$ cat src/rtl/csr_master_apb_mt.sv
// APB target to N independent CSR master channels. Decodes the target from paddr[31:16],
// muxes the selected channel's response back and forces an error completion on timeout.
module csr_master_apb_mt #(
  parameter int unsigned N_TARGETS      = 4,
  parameter int unsigned TIMEOUT_CYCLES = 256,
  parameter logic [31:0] ERR_DATA       = 32'hDEADDEAD
) (
  input  logic                     clk,
  input  logic                     reset,
  input  logic [31:0]              apb_request__paddr,
  input  logic                     apb_request__psel,
  input  logic                     apb_request__penable,
  input  logic                     apb_request__pwrite,
  input  logic [31:0]              apb_request__pwdata,
  output logic [31:0]              apb_response__prdata,
  output logic                     apb_response__pready,
  output logic                     apb_response__perr,
  output logic [N_TARGETS-1:0]     csr_request__valid,
  output logic                     csr_request__read_not_write,
  output logic [15:0]              csr_request__select,
  output logic [15:0]              csr_request__address,
  output logic [31:0]              csr_request__data,
  input  logic [N_TARGETS-1:0]     csr_response__acknowledge,
  input  logic [N_TARGETS-1:0]     csr_response__read_data_valid,
  input  logic [N_TARGETS-1:0]     csr_response__read_data_error,
  input  logic [32*N_TARGETS-1:0]  csr_response__read_data
);

  localparam int unsigned TIDX_W = (N_TARGETS > 1) ? $clog2(N_TARGETS) : 1;
  localparam int unsigned TMR_W  = (TIMEOUT_CYCLES > 0) ? $clog2(TIMEOUT_CYCLES + 1) : 1;
  // Expiry is detected one count early so pready lands exactly TIMEOUT_CYCLES after valid rises.
  localparam logic [TMR_W-1:0] TMR_LAST = (TIMEOUT_CYCLES > 0) ? TMR_W'(TIMEOUT_CYCLES - 1) : '0;

  typedef enum logic [1:0] {S_IDLE, S_REQ, S_RDWAIT, S_DONE} state_t;

  state_t               r_state, w_state_nxt;
  logic [TIDX_W-1:0]    r_tidx, w_acc_tidx;
  logic [N_TARGETS-1:0] r_valid, w_valid_nxt, w_acc_onehot, w_cur_onehot;
  logic                 r_rnw;
  logic [15:0]          r_select, r_address;
  logic [31:0]          r_data;
  logic [31:0]          r_prdata, w_prdata_nxt, w_rdata;
  logic                 r_pready, w_pready_nxt;
  logic                 r_perr, w_perr_nxt;
  logic [TMR_W-1:0]     r_timer, w_timer_nxt, w_timer_inc;
  logic                 w_accept, w_ack, w_rdv, w_rderr, w_timeout;
  logic                 w_unused;

  assign w_unused   = ^apb_request__paddr[1:0];
  assign w_acc_tidx = (N_TARGETS > 1) ? apb_request__paddr[16 +: TIDX_W] : '0;

  always_comb begin
    w_acc_onehot = '0;
    w_cur_onehot = '0;
    w_rdata      = '0;
    for (int unsigned k = 0; k < N_TARGETS; k++) begin
      if (k == 32'(w_acc_tidx)) w_acc_onehot[k] = 1'b1;
      if (k == 32'(r_tidx)) begin
        w_cur_onehot[k] = 1'b1;
        w_rdata         = csr_response__read_data[32*k +: 32];
      end
    end
  end

  assign w_ack       = |(csr_response__acknowledge & w_cur_onehot);
  assign w_rdv       = |(csr_response__read_data_valid & w_cur_onehot);
  assign w_rderr     = |(csr_response__read_data_error & w_cur_onehot);
  assign w_timer_inc = (r_timer == '1) ? r_timer : r_timer + 1'b1;
  assign w_timeout   = (TIMEOUT_CYCLES != 0) && (r_timer == TMR_LAST);

  always_comb begin
    w_state_nxt  = r_state;
    w_valid_nxt  = '0;
    w_prdata_nxt = '0;
    w_pready_nxt = 1'b0;
    w_perr_nxt   = 1'b0;
    w_timer_nxt  = r_timer;
    w_accept     = 1'b0;
    case (r_state)
      S_IDLE: begin
        if (apb_request__psel && apb_request__penable) begin
          w_accept    = 1'b1;
          w_timer_nxt = '0;
          w_valid_nxt = w_acc_onehot;
          w_state_nxt = S_REQ;
        end
      end
      S_REQ: begin
        w_timer_nxt = w_timer_inc;
        if (w_ack) begin
          if (r_rnw) begin
            w_state_nxt = S_RDWAIT;
          end else begin
            w_state_nxt  = S_DONE;
            w_pready_nxt = 1'b1;
          end
        end else if (w_timeout) begin
          w_state_nxt  = S_DONE;
          w_pready_nxt = 1'b1;
          w_perr_nxt   = 1'b1;
          w_prdata_nxt = r_rnw ? ERR_DATA : '0;
        end else begin
          w_valid_nxt = r_valid;
        end
      end
      S_RDWAIT: begin
        w_timer_nxt = w_timer_inc;
        if (w_rdv) begin
          w_state_nxt  = S_DONE;
          w_pready_nxt = 1'b1;
          w_perr_nxt   = w_rderr;
          w_prdata_nxt = w_rderr ? ERR_DATA : w_rdata;
        end else if (w_timeout) begin
          w_state_nxt  = S_DONE;
          w_pready_nxt = 1'b1;
          w_perr_nxt   = 1'b1;
          w_prdata_nxt = ERR_DATA;
        end
      end
      default: w_state_nxt = S_IDLE;
    endcase
  end

  always_ff @(posedge clk or posedge reset) begin
    if (reset) begin
      r_state   <= S_IDLE;
      r_tidx    <= '0;
      r_valid   <= '0;
      r_rnw     <= 1'b0;
      r_select  <= '0;
      r_address <= '0;
      r_data    <= '0;
      r_prdata  <= '0;
      r_pready  <= 1'b0;
      r_perr    <= 1'b0;
      r_timer   <= '0;
    end else begin
      r_state  <= w_state_nxt;
      r_valid  <= w_valid_nxt;
      r_prdata <= w_prdata_nxt;
      r_pready <= w_pready_nxt;
      r_perr   <= w_perr_nxt;
      r_timer  <= w_timer_nxt;
      if (w_accept) begin
        r_tidx    <= w_acc_tidx;
        r_rnw     <= ~apb_request__pwrite;
        r_select  <= apb_request__paddr[31:16];
        r_address <= {2'b00, apb_request__paddr[15:2]};
        r_data    <= apb_request__pwdata;
      end
    end
  end

  assign apb_response__prdata        = r_prdata;
  assign apb_response__pready        = r_pready;
  assign apb_response__perr          = r_perr;
  assign csr_request__valid          = r_valid;
  assign csr_request__read_not_write = r_rnw;
  assign csr_request__select         = r_select;
  assign csr_request__address        = r_address;
  assign csr_request__data           = r_data;

endmodule

$ cat config.mk
export PLATFORM = sky130hd
export DESIGN_NAME = csr_master_apb_mt
export DESIGN_NICKNAME = d
export VERILOG_FILES = /design/src/rtl/csr_master_apb_mt.sv
export SDC_FILE = /design/constraint.sdc
export NUM_CORES = 1
export LEC_CHECK = 0
export BUFFER_PORTS_ARGS = -buffer_cell sky130_fd_sc_hd__buf_2
export CAP_MARGIN = 20
export CORE_ASPECT_RATIO = 0.5
export CORE_MARGIN = 2
export CORE_UTILIZATION = 48
export DETAILED_ROUTE_END_ITERATION = 8
export PLACE_DENSITY = 0.95
export SYNTH_ARGS = -nofsm -noshare
export SYNTH_HDL_FRONTEND = slang
export SYNTH_SLANG_ARGS = --single-unit
$ cat constraint.sdc
create_clock -name clk -period 6.2 [get_ports clk]
set_input_delay 0.31 -clock clk [delete_from_list [all_inputs] [get_ports clk]]
set_output_delay 0.31 -clock clk [all_outputs]
set_load 0.01 [all_outputs]
# After elaboration in Yosys (flattened, before gate mapping)
# Index checks and enable logic that the tools add are counted.
dict set report totals {
  reg_bits 114
  input_bits 209
  out_inout_bits 103
  word_cells 81
}
dict set report classes {
  add_sub_neg 1
  eq_ne 13
  muxes 42
  n_bitwise 4
  reduce_logical 10
}
# operator count
set op_table {}
lappend op_table {{$mux 32} 10}
lappend op_table {{$pmux 32 s2} 1}
lappend op_table {{$mux 9} 2}
lappend op_table {{$pmux 9 s2} 1}
lappend op_table {{$mux 1} 17}
lappend op_table {{$and 4x4->4} 3}
lappend op_table {{$mux 4} 3}
lappend op_table {{$reduce_or 4->1} 3}
lappend op_table {{$add 9x1->9 const B} 1}
lappend op_table {{$eq 9x8->1 const B} 1}
lappend op_table {{$eq 9x9->1 const B} 1}
lappend op_table {{$eq 2x2->1 const A} 4}
lappend op_table {{$mux 2} 4}
lappend op_table {{$pmux 4 s2} 1}
lappend op_table {{$logic_not 2->1} 3}
lappend op_table {{$pmux 2 s3} 1}
lappend op_table {{$eq 1x2->1 const A} 2}
lappend op_table {{$ne 2x2->1 const B} 2}
lappend op_table {{$pmux 1 s2} 2}
lappend op_table {{$ne 3x3->1 const B} 1}
lappend op_table {{$reduce_and 3->1} 1}
lappend op_table {{$eq 2x1->1 const B} 1}
lappend op_table {{$eq 2x2->1 const B} 1}
lappend op_table {{$reduce_bool 2->1} 1}
lappend op_table {{other kinds (3)} 3}

# Longest topological paths before layout
# Gate-level depths: netlist (run 1).
dict set report depth {
  depth_word 8
  depth_mapped 9
  ltp_nobuf 8
}

# Worst setup path after synthesis (run 1)
# Ideal clock, no wire load.
dict set report synth_path {
  path_type {register to register}
  from {register r_timer[0]}
  to {register r_timer[7]}
  setup_ps 120
  arrival_ps 2135
  t_required_ps 6080
  path_slack_ps 3945
  path_stages_with_launch 9
  path_buffers 0
  synth_period_minus_slack_ps 2255
  path_cell_list {dfrtp_1 -> ha_1 -> nand3_1 -> nor2_1 -> ha_1 -> and2_1 -> nor4_1 -> a31oi_1 -> a41o_1}
}
dict set report synth_via {
  elab_chain_len 3
  elab_cells_between_ends 6
  cone_classes {add/sub: 1; eq/ne: 2; mux: 2; reduce/logical: 1}
}
# element line
set synth_lines {}
lappend synth_lines {{start, declared} 45} ;# logic [TMR_W-1:0] r_timer, w_timer_nxt, w_timer_inc;
lappend synth_lines {{start signal, assigned} 143} ;# r_timer <= w_timer_nxt;
lappend synth_lines {{$add 9x1->9 / $eq 9x9->1 (equally long branches)} 68} ;# assign w_timer_inc = (r_timer == '1) ? r_timer : r_timer + 1'b1;
lappend synth_lines {{$mux 9 / $ne 2x2->1 (equally long branches)} --}
lappend synth_lines {{$pmux 9 s2 / $reduce_and 3->1 (equally long branches)} --}
# Parallel ways exist; a longest one is shown, timed or not. The select of a mux whose other input is x is not followed.
# A chain may end at the register's enable or synchronous reset.

# Final worst setup path (run 1)
dict set report layout_path {
  from {register r_state[0]}
  to {register r_timer[7]}
}
dict set report layout_via {
  elab_chain_len 4
  elab_cells_between_ends 9
  cone_classes {eq/ne: 4; mux: 1; reduce/logical: 4}
}
# element line
set layout_lines {}
lappend layout_lines {{start, declared} 36} ;# state_t r_state, w_state_nxt;
lappend layout_lines {{start signal, assigned} 138} ;# r_state <= w_state_nxt;
lappend layout_lines {{$eq 2x2->1 / $eq 2x1->1 (equally long branches)} 79} ;# case (r_state)
lappend layout_lines {{$reduce_or 2->1 (no source line)} --}
lappend layout_lines {{$ne 2x2->1 (no source line) / $reduce_bool 2->1 (equally long branches)} --}
lappend layout_lines {{$reduce_and 3->1 (no source line)} --}
# Parallel ways exist; a longest one is shown, timed or not.

==> results of run 1 <==
-- per-layer routing --
layer | track usage, % | vias to the layer above
met2 | 49.9 | 260
met3 | 7.31 | 51
li1 | - | 2330
met5 | 0 | -
met1 | 32.8 | 2429
met4 | 9.72 | 0
-- cell usage in the layout (no fill, tap or decap), types with 5 or more instances in the layout --
cell type,Yosys,routed
sky130_fd_sc_hd__buf_2,5,307
sky130_fd_sc_hd__a21boi_0,19,19
sky130_fd_sc_hd__o21ai_0,28,28
sky130_fd_sc_hd__buf_4,2,5
sky130_fd_sc_hd__nor2b_1,11,11
sky130_fd_sc_hd__dfrtp_1,112,111
sky130_fd_sc_hd__ha_1,9,9
sky130_fd_sc_hd__clkbuf_16,0,9
sky130_fd_sc_hd__nand2_1,201,201
sky130_fd_sc_hd__o31ai_1,5,5
sky130_fd_sc_hd__nor2_1,9,9
sky130_fd_sc_hd__mux4_2,35,35
-- kinds of logic (layout without fill, tap and decap cells) --
group / Yosys count / count (layout)
simple gates: 244 / 244
fa+ha+maj: 9 / 9
mux: 35 / 35
flops: 112 / 112
xor+xnor: 3 / 3
compound gates: 74 / 74
other cells: 1 / 6
buf+inv: 38 / 332
-- metrics by stage --
stage / area, sq um / cells / worst slack (ps)
floorplan: 5400 / 517 / 2930
global placement: 7020 / 940 / 3410
detailed placement: 7020 / 940 / 3230
CTS: 7320 / 956 / 3140
global route: 7330 / 959 / 2780
finish: 7330 / 960 / 3160
-- power groups by stage --
stage | Sequential, W | Clock (W) | Combinational, W
2_1_floorplan | 0.00124 | 0 | 0.000762
5_1_grt | 0.00116 | 0.000634 | 0.00149
3_3_place_gp | 0.00112 | 0 | 0.00130
4_1_cts | 0.00113 | 0.000603 | 0.00136
6_report | 0.00113 | 0.000588 | 0.00136
3_5_place_dp | 0.00113 | 0 | 0.00136
-- registers in the layout, summed over array words and instances, names as in the netlist --
signal and flops:
csr_request__select 15, apb_response__prdata 32, csr_request__valid 4, apb_response__pready 1, r_timer 9, r_state 2, r_tidx 1, csr_request__data 32
apb_response__perr 1, csr_request__address 14, csr_request__read_not_write 1
-- layout make-up --
class                      count  area, sq um  share of cell area, %
antenna                        4         10.0                  0.137
sequential                   112         2800                   38.2
clock buffer                  10          229                   3.12
clock inverter                 6         77.6                   1.06
multi-input combinational    367         2440                   33.3
tap                          145          181                   2.47
timing repair buffer         312         1570                   21.5
inverter                       4         17.5                  0.239
-- worst max path at each step --
stage                                    end       start  depth (start not counted)
after global routing              r_timer[7]  r_state[0]                          6
after detailed placement          r_timer[7]  r_state[0]                          6
after global placement            r_timer[7]  r_state[0]                          6
final                             r_timer[7]  r_state[0]                          6
after floorplan           apb_response__perr       reset                          1
after CTS                         r_timer[7]  r_state[0]                          6
==> results by stage, run 1 <==
Routing:
- The post-detailed-route via-to-cell ratio is 5.28.
- The routed wire length per instance is 17.2 um.
- The wire length on met1 is 6350 um.
- Wires add up to 16500 um.
- The total via count after detailed routing is roughly 5100.
- The number of DRC markers in iteration 0 is 366.
- The first detailed-routing pass took 5 iterations.
- The highest metal layer with signal wires is met4.
- The final routed DRC violation total is 0.
- After detailed routing, the met2 layer carries 8420 um of wire.
- The routed length on met3 is 1200 um.
- The number of nets with antenna violations after routing is 0.

Placed design:
- Summed over all nets, the half-perimeter wirelength after detailed placement is between 10000 and 15000 um.
- The routability congestion estimate is 0.943.
- The number of input and output port buffers inserted is just over 300.

Synthesis:
- The synthesis warning total is 0.
- Of the synthesized area, sequential elements account for about 52%.
- The summed instance area of the synthesized netlist is 0.00540 sq mm.
- In this run the biggest area consumer among cell types represents 51.9% of the synthesized area.
- In the synthesized netlist the async set-or-reset flop fraction comes to 100%.
- The synthesized netlist devotes less than 1% of its cell area to XOR and XNOR gates.
- The mean area per synthesized cell is about 10 sq um.
- After technology mapping, the gate count stands at 516.
- Of the total synthesized cell area, the portion taken by full adders, half adders and majority gates is 2.09%.
- Yosys instantiated no cell more often than sky130_fd_sc_hd__nand2_1.
- In this run, synthesis produced a sequential element count of 112.
- The mux contribution to synthesized area is approximately 15%.
- By area the synthesized netlist is led by sky130_fd_sc_hd__dfrtp_1 52%, sky130_fd_sc_hd__mux4_2 15%, sky130_fd_sc_hd__nand2_1 14%.
- The cell taking the most area after synthesis is sky130_fd_sc_hd__dfrtp_1.
- The most used flip-flop cell after synthesis is sky130_fd_sc_hd__dfrtp_1.
- The main combinational cell family by area after synthesis is simple AND/OR/NAND/NOR gates.
- After synthesis, the netlist uses 41 different library cells.
- The number of synthesized flops with an enable pin is 0.
- The synthesized netlist devotes between 9 and 10% of its cell area to compound gates.
- After Yosys synthesis, and, or, nand and nor cells account for 18.6% of the synthesized area.
- The commonest cells after synthesis are 201 x sky130_fd_sc_hd__nand2_1, 112 x sky130_fd_sc_hd__dfrtp_1, 35 x sky130_fd_sc_hd__mux4_2.

Power:
- The switching power is roughly 0.0012 W.
- The clock network fraction of total power is 19.2%.
- The part of the total power dissipated in sequential elements is 36.7%.
- The leakage power figure is between 3 and 4 nW.
- The maximum vdd drop is approximately 0.23 mV.
- The total internal power is 0.00191 W.
- The design draws 0.00307 W.
- Dividing total power by cell area gives a power density of 419 mW/mm^2.
- Combinational logic burns 44.1% of the power.
- The net switching share of the total power is 37.7%.

Worst setup path:
- Traced cell by cell, the critical path runs through inv_1 -> ha_1 -> nor2_1 -> nor4_1 -> a31oi_1 -> a41o_1.
- Along the worst path, the maximum fanout reaches 34.
- STA puts the critical path data arrival time at 3270 ps.
- The worst register-to-register path has a depth of 6.
- The number of buffers and inverters on the critical path is 1.
- Grouping stages by cell kind, the critical path spends the most delay in simple AND/OR/NAND/NOR gates.
- At the worst endpoint, the required time is 6430 ps.
- The endpoint type of the worst setup path is a register.
- The maximum cell stage delay along the critical path is 890 ps.
- For flop-to-flop paths, the worst setup slack is 3160 ps.
- In this run the critical register-to-register path is captured at r_timer[7].
- The critical path is of the register to register type.
- The origin of the critical flop-to-flop path is r_state[0].
- The category of the worst setup path launch point is a register.
- The slowest stage of the critical path belongs to the cell sky130_fd_sc_hd__ha_1.

Min path:
- The path type of the worst min-delay path is input pin to async pin.

Clock tree:
- The root buffer cell is sky130_fd_sc_hd__clkbuf_16.
- The insertion delay to the later sink of the worst-skew pair is about 340 ps.
- The total setup buffers inserted after CTS is 0.
- CTS built an H-tree with a depth of 3.
- The clock tree from TritonCTS is yes.
- The number of clock buffers inserted by TritonCTS is 9.
- The number of buffers added to fix hold violations after cts is 0.
- The number of sinks on the clock net is 112.
- The clock edge transition at the registers on the reported setup and hold paths is approximately 70 ps.
- In this run the deepest clock path goes through 2 buffers.
- Gates resized during post-CTS repair numbered 0.

STA:
- Setup repair after global routing left no endpoint under its margin.
- The share of the clock period used by the worst path after layout is between 40% and 50%.
- Clock skew on the completed layout was measured at 7.21 ps.
- The final setup TNS is 0 ps.
- The maximum frequency from static timing analysis is 329 MHz.
- Setup violations remaining at the end of the flow were counted as 0.
- For the pin with the worst max-slew slack, the measured transition is 888 ps.
- The smallest clock period supported by the final layout is computed as around 3000 ps.
- The final count of pins violating max slew is 0.
- In this run the tightest slew margin relative to its limit is 40.8%.
- The count of endpoints failing hold in the final timing report is 0.
- The worst hold slack is 7.59 ps.

Floorplanning:
- Measured along the y axis, the die boundary spans about 79 um.
- After floorplanning, the core was sized to cover 0.0110 sq mm.
- The die covers 0.0122 sq mm.
- The number of placed I/O pins is 312.
- The floorplan step set the die width to 154 um.
- The initial utilization of the core area, before any placement, comes to around 49%.
- The floorplan has 27 rows.

Final layout:
- Fill cells in the final layout number 841.
- The area overhead of the layout relative to synthesis is 35.9%.
- For this run, the post-layout net count is 1024.
- The utilization of the core after routing is roughly 67%.
- The post-route netlist has 45.4% of its cells at a drive strength greater than 1.

Global routing:
- The global-route wire length before repair is 26200 um.
- The total grt overflow is 0.
- Entering global routing, the biggest net connects 71 pins.
- For this run, the total global-route usage over all layers was measured as between 20% and 30%.
- The number of global-route vias before repair came to 5218.
- The number of antenna violations at the first check in global routing is 3.

Flow run:
- The tool flagged a number of max-cap violations equal to 0.

Run status:
- The run finished with clean final reports.
No activity file was read; power rests on OpenSTA's default activity.
==> run 2: changes to the inputs <==
Settings changed: ABC_AREA from default to 1, CORE_UTILIZATION 48 to 45, PLACE_DENSITY 0.95 to 0.92.
Clock period 6.2 ns to 2.9 ns, I/O delays scaled along.
==> run 2 against run 1 <==
  * The flow now finishes with violations (negative hold slack)
  * Non-clock buffer count rose by 29
  * Core utilization down 4.0 points
  * Clock skew is 1.7 ps higher
  * Critical path depth grew 3
  * Clock power up 100%
  * Combinational power increased to 2.7 times the previous value
  * Area after synthesis rose by 5.7%
  * Via count increased by 27%
  * Total power up 140%
  * Sequential cell count stayed put
  * Register-to-register slack worse by 2900 ps
  * First-iteration DRC count up 49%
  * Critical path type unchanged
  * Largest power group unchanged
==> results by stage, run 2 <==
Global routing:
- The global-route wire length before repair is 30200 um.
- The overall routing resource usage is 27.7%.
- The number of antenna violations at the first check in global routing is 0.
- The number of global-route vias before repair is 6429.
- The pin count of the biggest net entering global routing is 67.
- The total grt overflow is 0.

Synthesis:
- The area share of the largest cell type after synthesis is 49.1%.
- Among all flip-flop cells after synthesis, the most frequent one is sky130_fd_sc_hd__dfrtp_1.
- Sequential elements use about half of the synthesized area.
- In this run the cell area of the synthesized design comes to ~0.0057 sq mm.
- The most common cell in the synthesized netlist is sky130_fd_sc_hd__nand2_1.
- The number of synthesized flops with an enable pin is 0.
- During synthesis, Yosys emitted a total of 0 warnings.
- The commonest cells after synthesis are 274 x sky130_fd_sc_hd__nand2_1, 112 x sky130_fd_sc_hd__dfrtp_1, 103 x sky130_fd_sc_hd__nand3_1.
- After synthesis, the cell types taking the most area are sky130_fd_sc_hd__dfrtp_1 49%, sky130_fd_sc_hd__nand2_1 18%, sky130_fd_sc_hd__nand3_1 9.0%.
- The post-synthesis async set-or-reset flop share is between 90% and 100%.
- The synthesized netlist contains 27 unique library cells.
- The cell taking the most area after synthesis is sky130_fd_sc_hd__dfrtp_1.
- The number of instances in the synthesized netlist is between 700 and 800.
- After synthesis the netlist holds a flip-flop and latch count of 112.
- The mean area per synthesized cell is between 7 and 8 sq um.

STA:
- Adding up every negative setup slack in the final design gives 0 ps.
- The share of the clock period used by the worst path after layout is 91.2%.
- The final count of pins violating max slew came to 0.
- Setup repair after global routing left no endpoint under its margin.
- The slew of the pin with the lowest slew margin is just under 900 ps.
- Setup violations remaining at the end of the flow were counted as 0.
- The count of endpoints failing hold in the final timing report was 28.
- Final hold analysis gives a worst-case slack of -26.5 ps.
- The final critical path time including I/O delays and setup is 2650 ps.
- The maximum frequency from static timing analysis is 378 MHz.
- Headroom to the max-slew limit came out at approximately two fifths.
- Between clock sinks in the finished design, the worst skew comes to a little under 9 ps.

Routing:
- Dividing the detail-routed wire length by the instance count gives 15.2 um.
- The first detailed-routing pass ran for 5 iterations.
- The post-detailed-route via-to-cell ratio is 5.18.
- For this run, design rule violations remaining after detail routing come to 0.
- The number of DRC markers in iteration 0 is 544.
- The total via count after detailed routing is 6429.
- The number of nets with antenna violations after routing is 0.
- The aggregate routed wire length is 18900 um.

Floorplanning:
- The initial cell density of the core is 45.6%.
- From bottom edge to top edge, the die measures 83.6 um.
- The row count is 29.
- The total area inside the core boundary comes to 0.0125 sq mm.
- The die covers 0.0136 sq mm.
- The die is 163 um wide.
- The number of placed I/O pins is 312.

Clock tree:
- Clock tree synthesis inserted a total of 9 buffers.
- The tree built by TritonCTS fans out to 112 sinks.
- The total setup buffers inserted after CTS is 0.
- The H-tree was split into 3 levels.
- Post-CTS repair changed the size of 0 cells.
- The clock tree from TritonCTS is yes.
- The number of buffers on the longest clock path is 2.
- The root buffer cell is sky130_fd_sc_hd__clkbuf_16.
- For the worst-skew pair, the clock arrives at the later sink with an insertion delay of around 340 ps.
- Clock-pin slew was measured on the worst setup and hold paths at 80 ps.

Worst setup path:
- Counting cells, the worst reg-to-reg path comes to 9.
- STA classifies the critical path startpoint as a register.
- In this design, the largest share of critical-path delay is due to simple AND/OR/NAND/NOR gates.
- The critical path crosses 9 cells after its start point.
- Data on the critical path is required at its endpoint by around 3100 ps.
- The most numerous cell type found on the critical path is sky130_fd_sc_hd__inv_1.
- The cell with the largest stage delay on the worst path is sky130_fd_sc_hd__a21oi_4.
- The endpoint type of the worst setup path is a register.
- The number of buffer and inverter instances along the worst setup path is 3.
- On the worst path, the slowest cell contributes a delay of approximately 560 ps.
- The critical path is of the register to register type.
- Walking the worst path, the cells encountered are inv_1 -> nor3_1 -> inv_1 -> nor4_1 -> ha_1 -> inv_1 -> a21oi_4 -> nand2_1 -> a21oi_1.
- The largest fanout on the critical path is 23.
- The critical path data arrival time is 2880 ps.

Placed design:
- The number of input and output port buffers inserted is ~310.
- The wire-length estimate of the detail-placed layout is 13500 um.
- The routability congestion estimate is 0.907.
- The placed cell area is approximately 0.0074 sq mm.

Final layout:
- 0 antenna diodes ended up in the layout.
- The final non-filler cell area is 0.00786 sq mm.
- The final layout contains around 1300 nets.
- Leaving out fill and tap cells, the most frequent cells in the layout are 307 x sky130_fd_sc_hd__buf_2, 274 x sky130_fd_sc_hd__nand2_1, 112 x sky130_fd_sc_hd__dfrtp_1.
- The area overhead of the layout relative to synthesis is 37.7%.
- The most common cell after layout, fill and taps aside is sky130_fd_sc_hd__buf_2.
- The post-route netlist has approximately 33% of its cells at a drive strength greater than 1.
- The count of filler cells inserted in the layout is 1031.

Power:
- In this run the power density over the cells is 932 mW/mm^2.
- The clock network fraction of total power is 16.1%.
- The total internal power is 0.00398 W.
- The net switching share of the total power is between 40% and 50%.
- Of the total power, registers draw 33.8%.
- The leakage power figure is about 4.5 nW.
- In this run, the combinational gates consume between 50% and 60% of the power.
- Summed over all nets, the switching power comes to between 0.003 and 0.004 W.
- The worst-case IR drop observed on VDD is 0.438 mV.

Run status:
- The run finished, with violations left.
- The checks that failed: negative hold slack.

Flow run:
- The number of maximum-capacitance constraint violations is 0.

Min path:
- The path class of the tightest hold or removal check is input pin to async pin.
## run 2: changes by cell type after synthesis, sizes merged, moves of 5 or more
| cell | before | now |
|---|---|---|
| nand3 | 5 | 104 |
| nand2 | 201 | 274 |
| nor2 | 9 | 65 |
| inv | 4 | 52 |
| mux4 | 35 | 0 |
| a21oi | 3 | 31 |
| a21boi | 23 | 0 |
| buf | 10 | 28 |
| nor2b | 11 | 0 |
| nor3 | 1 | 12 |
| clkbuf | 24 | 16 |
| o22ai | 0 | 8 |
| o31ai | 5 | 0 |
## run 2: timing repair
action / 4_1_cts / 5_1_grt
hold buffers: 19 / 1
endpoints found under the setup margin: 0 / 0
hold endpoints to repair: 19 / 1
## run 2: stage by stage
stage | hold WS (ps) | total power, W | util [%] | cells | worst slack (ps)
2_1_floorplan | 254 | 0.00479 | - | 759 | 901
3_3_place_gp | 337 | 0.00590 | 58.9 | 1206 | 479
3_5_place_dp | 342 | 0.00607 | 58.9 | 1206 | 338
4_1_cts | 0.0930 | 0.00729 | 62.7 | 1241 | 306
5_1_grt | 0.952 | 0.00786 | 62.8 | 1242 | 46.8
6_report | -26.5 | 0.00733 | 62.8 | 1242 | 255
## run 2: layout make-up
type                    count  area, sq um  share of cell area (%)
clock inverters             6         48.8                   0.621
flip-flops and latches    112         2800                    35.7
multi-input cells         550         2490                    31.7
well taps                 170          213                    2.71
inverters                  53          203                    2.58
repair buffers            341         1870                    23.8
clock buffers              10          229                    2.91
## run 2: power groups by stage
stage          clock [W]  sequential, W  combinational [W]
2_1_floorplan          0        0.00266            0.00213
3_3_place_gp           0        0.00246            0.00344
3_5_place_dp           0        0.00248            0.00359
4_1_cts          0.00120        0.00246            0.00362
5_1_grt          0.00127        0.00254            0.00405
6_report         0.00118        0.00248            0.00367
## run 2: final timing paths
path | start | end | slack [ps]
min reg2reg | csr_request__data[23] | csr_request__data[23] | 470
max | r_timer[3] | apb_response__prdata[15] | 250
max reg2reg | r_timer[3] | apb_response__prdata[15] | 250
max in group asynchronous | reset | apb_response__prdata[4] | 2070
min | reset | csr_request__data[17] | -30
min in group clk | apb_request__pwdata[29] | csr_request__data[29] | 0
## run 2: worst register-to-register path: stages (launching register included)
cell and delay, ps:
sky130_fd_sc_hd__dfrtp_1 410, sky130_fd_sc_hd__inv_1 100, sky130_fd_sc_hd__nor3_1 240, sky130_fd_sc_hd__inv_1 70, sky130_fd_sc_hd__nor4_1 410, sky130_fd_sc_hd__ha_1 330, sky130_fd_sc_hd__inv_1 130, sky130_fd_sc_hd__a21oi_4 560
sky130_fd_sc_hd__nand2_1 110, sky130_fd_sc_hd__a21oi_1 180
## run 2: cell families after synthesis
| group | synth area share (%) |
|---|---|
| adders and majority gates | 1.97 |
| AOI/OAI and AO/OA | 7.33 |
| buffers and inverters | 7.35 |
| and+or+nand+nor | 34.2 |
| other | 0.0657 |
| DFF | 49.1 |
## run 2: per-layer routing
| layer | wire (um) | part of all wire [%] | track usage [%] | up-vias |
|---|---|---|---|---|
| li1 | - | - | - | 3032 |
| met1 | 7420 | 39 | 33.0 | 3004 |
| met5 | 0 | 0 | 0 | - |
| met4 | 630 | 3.3 | 11.6 | 0 |
| met3 | 1390 | 7.4 | 5.27 | 62 |
| met2 | 9490 | 50 | 49.1 | 331 |
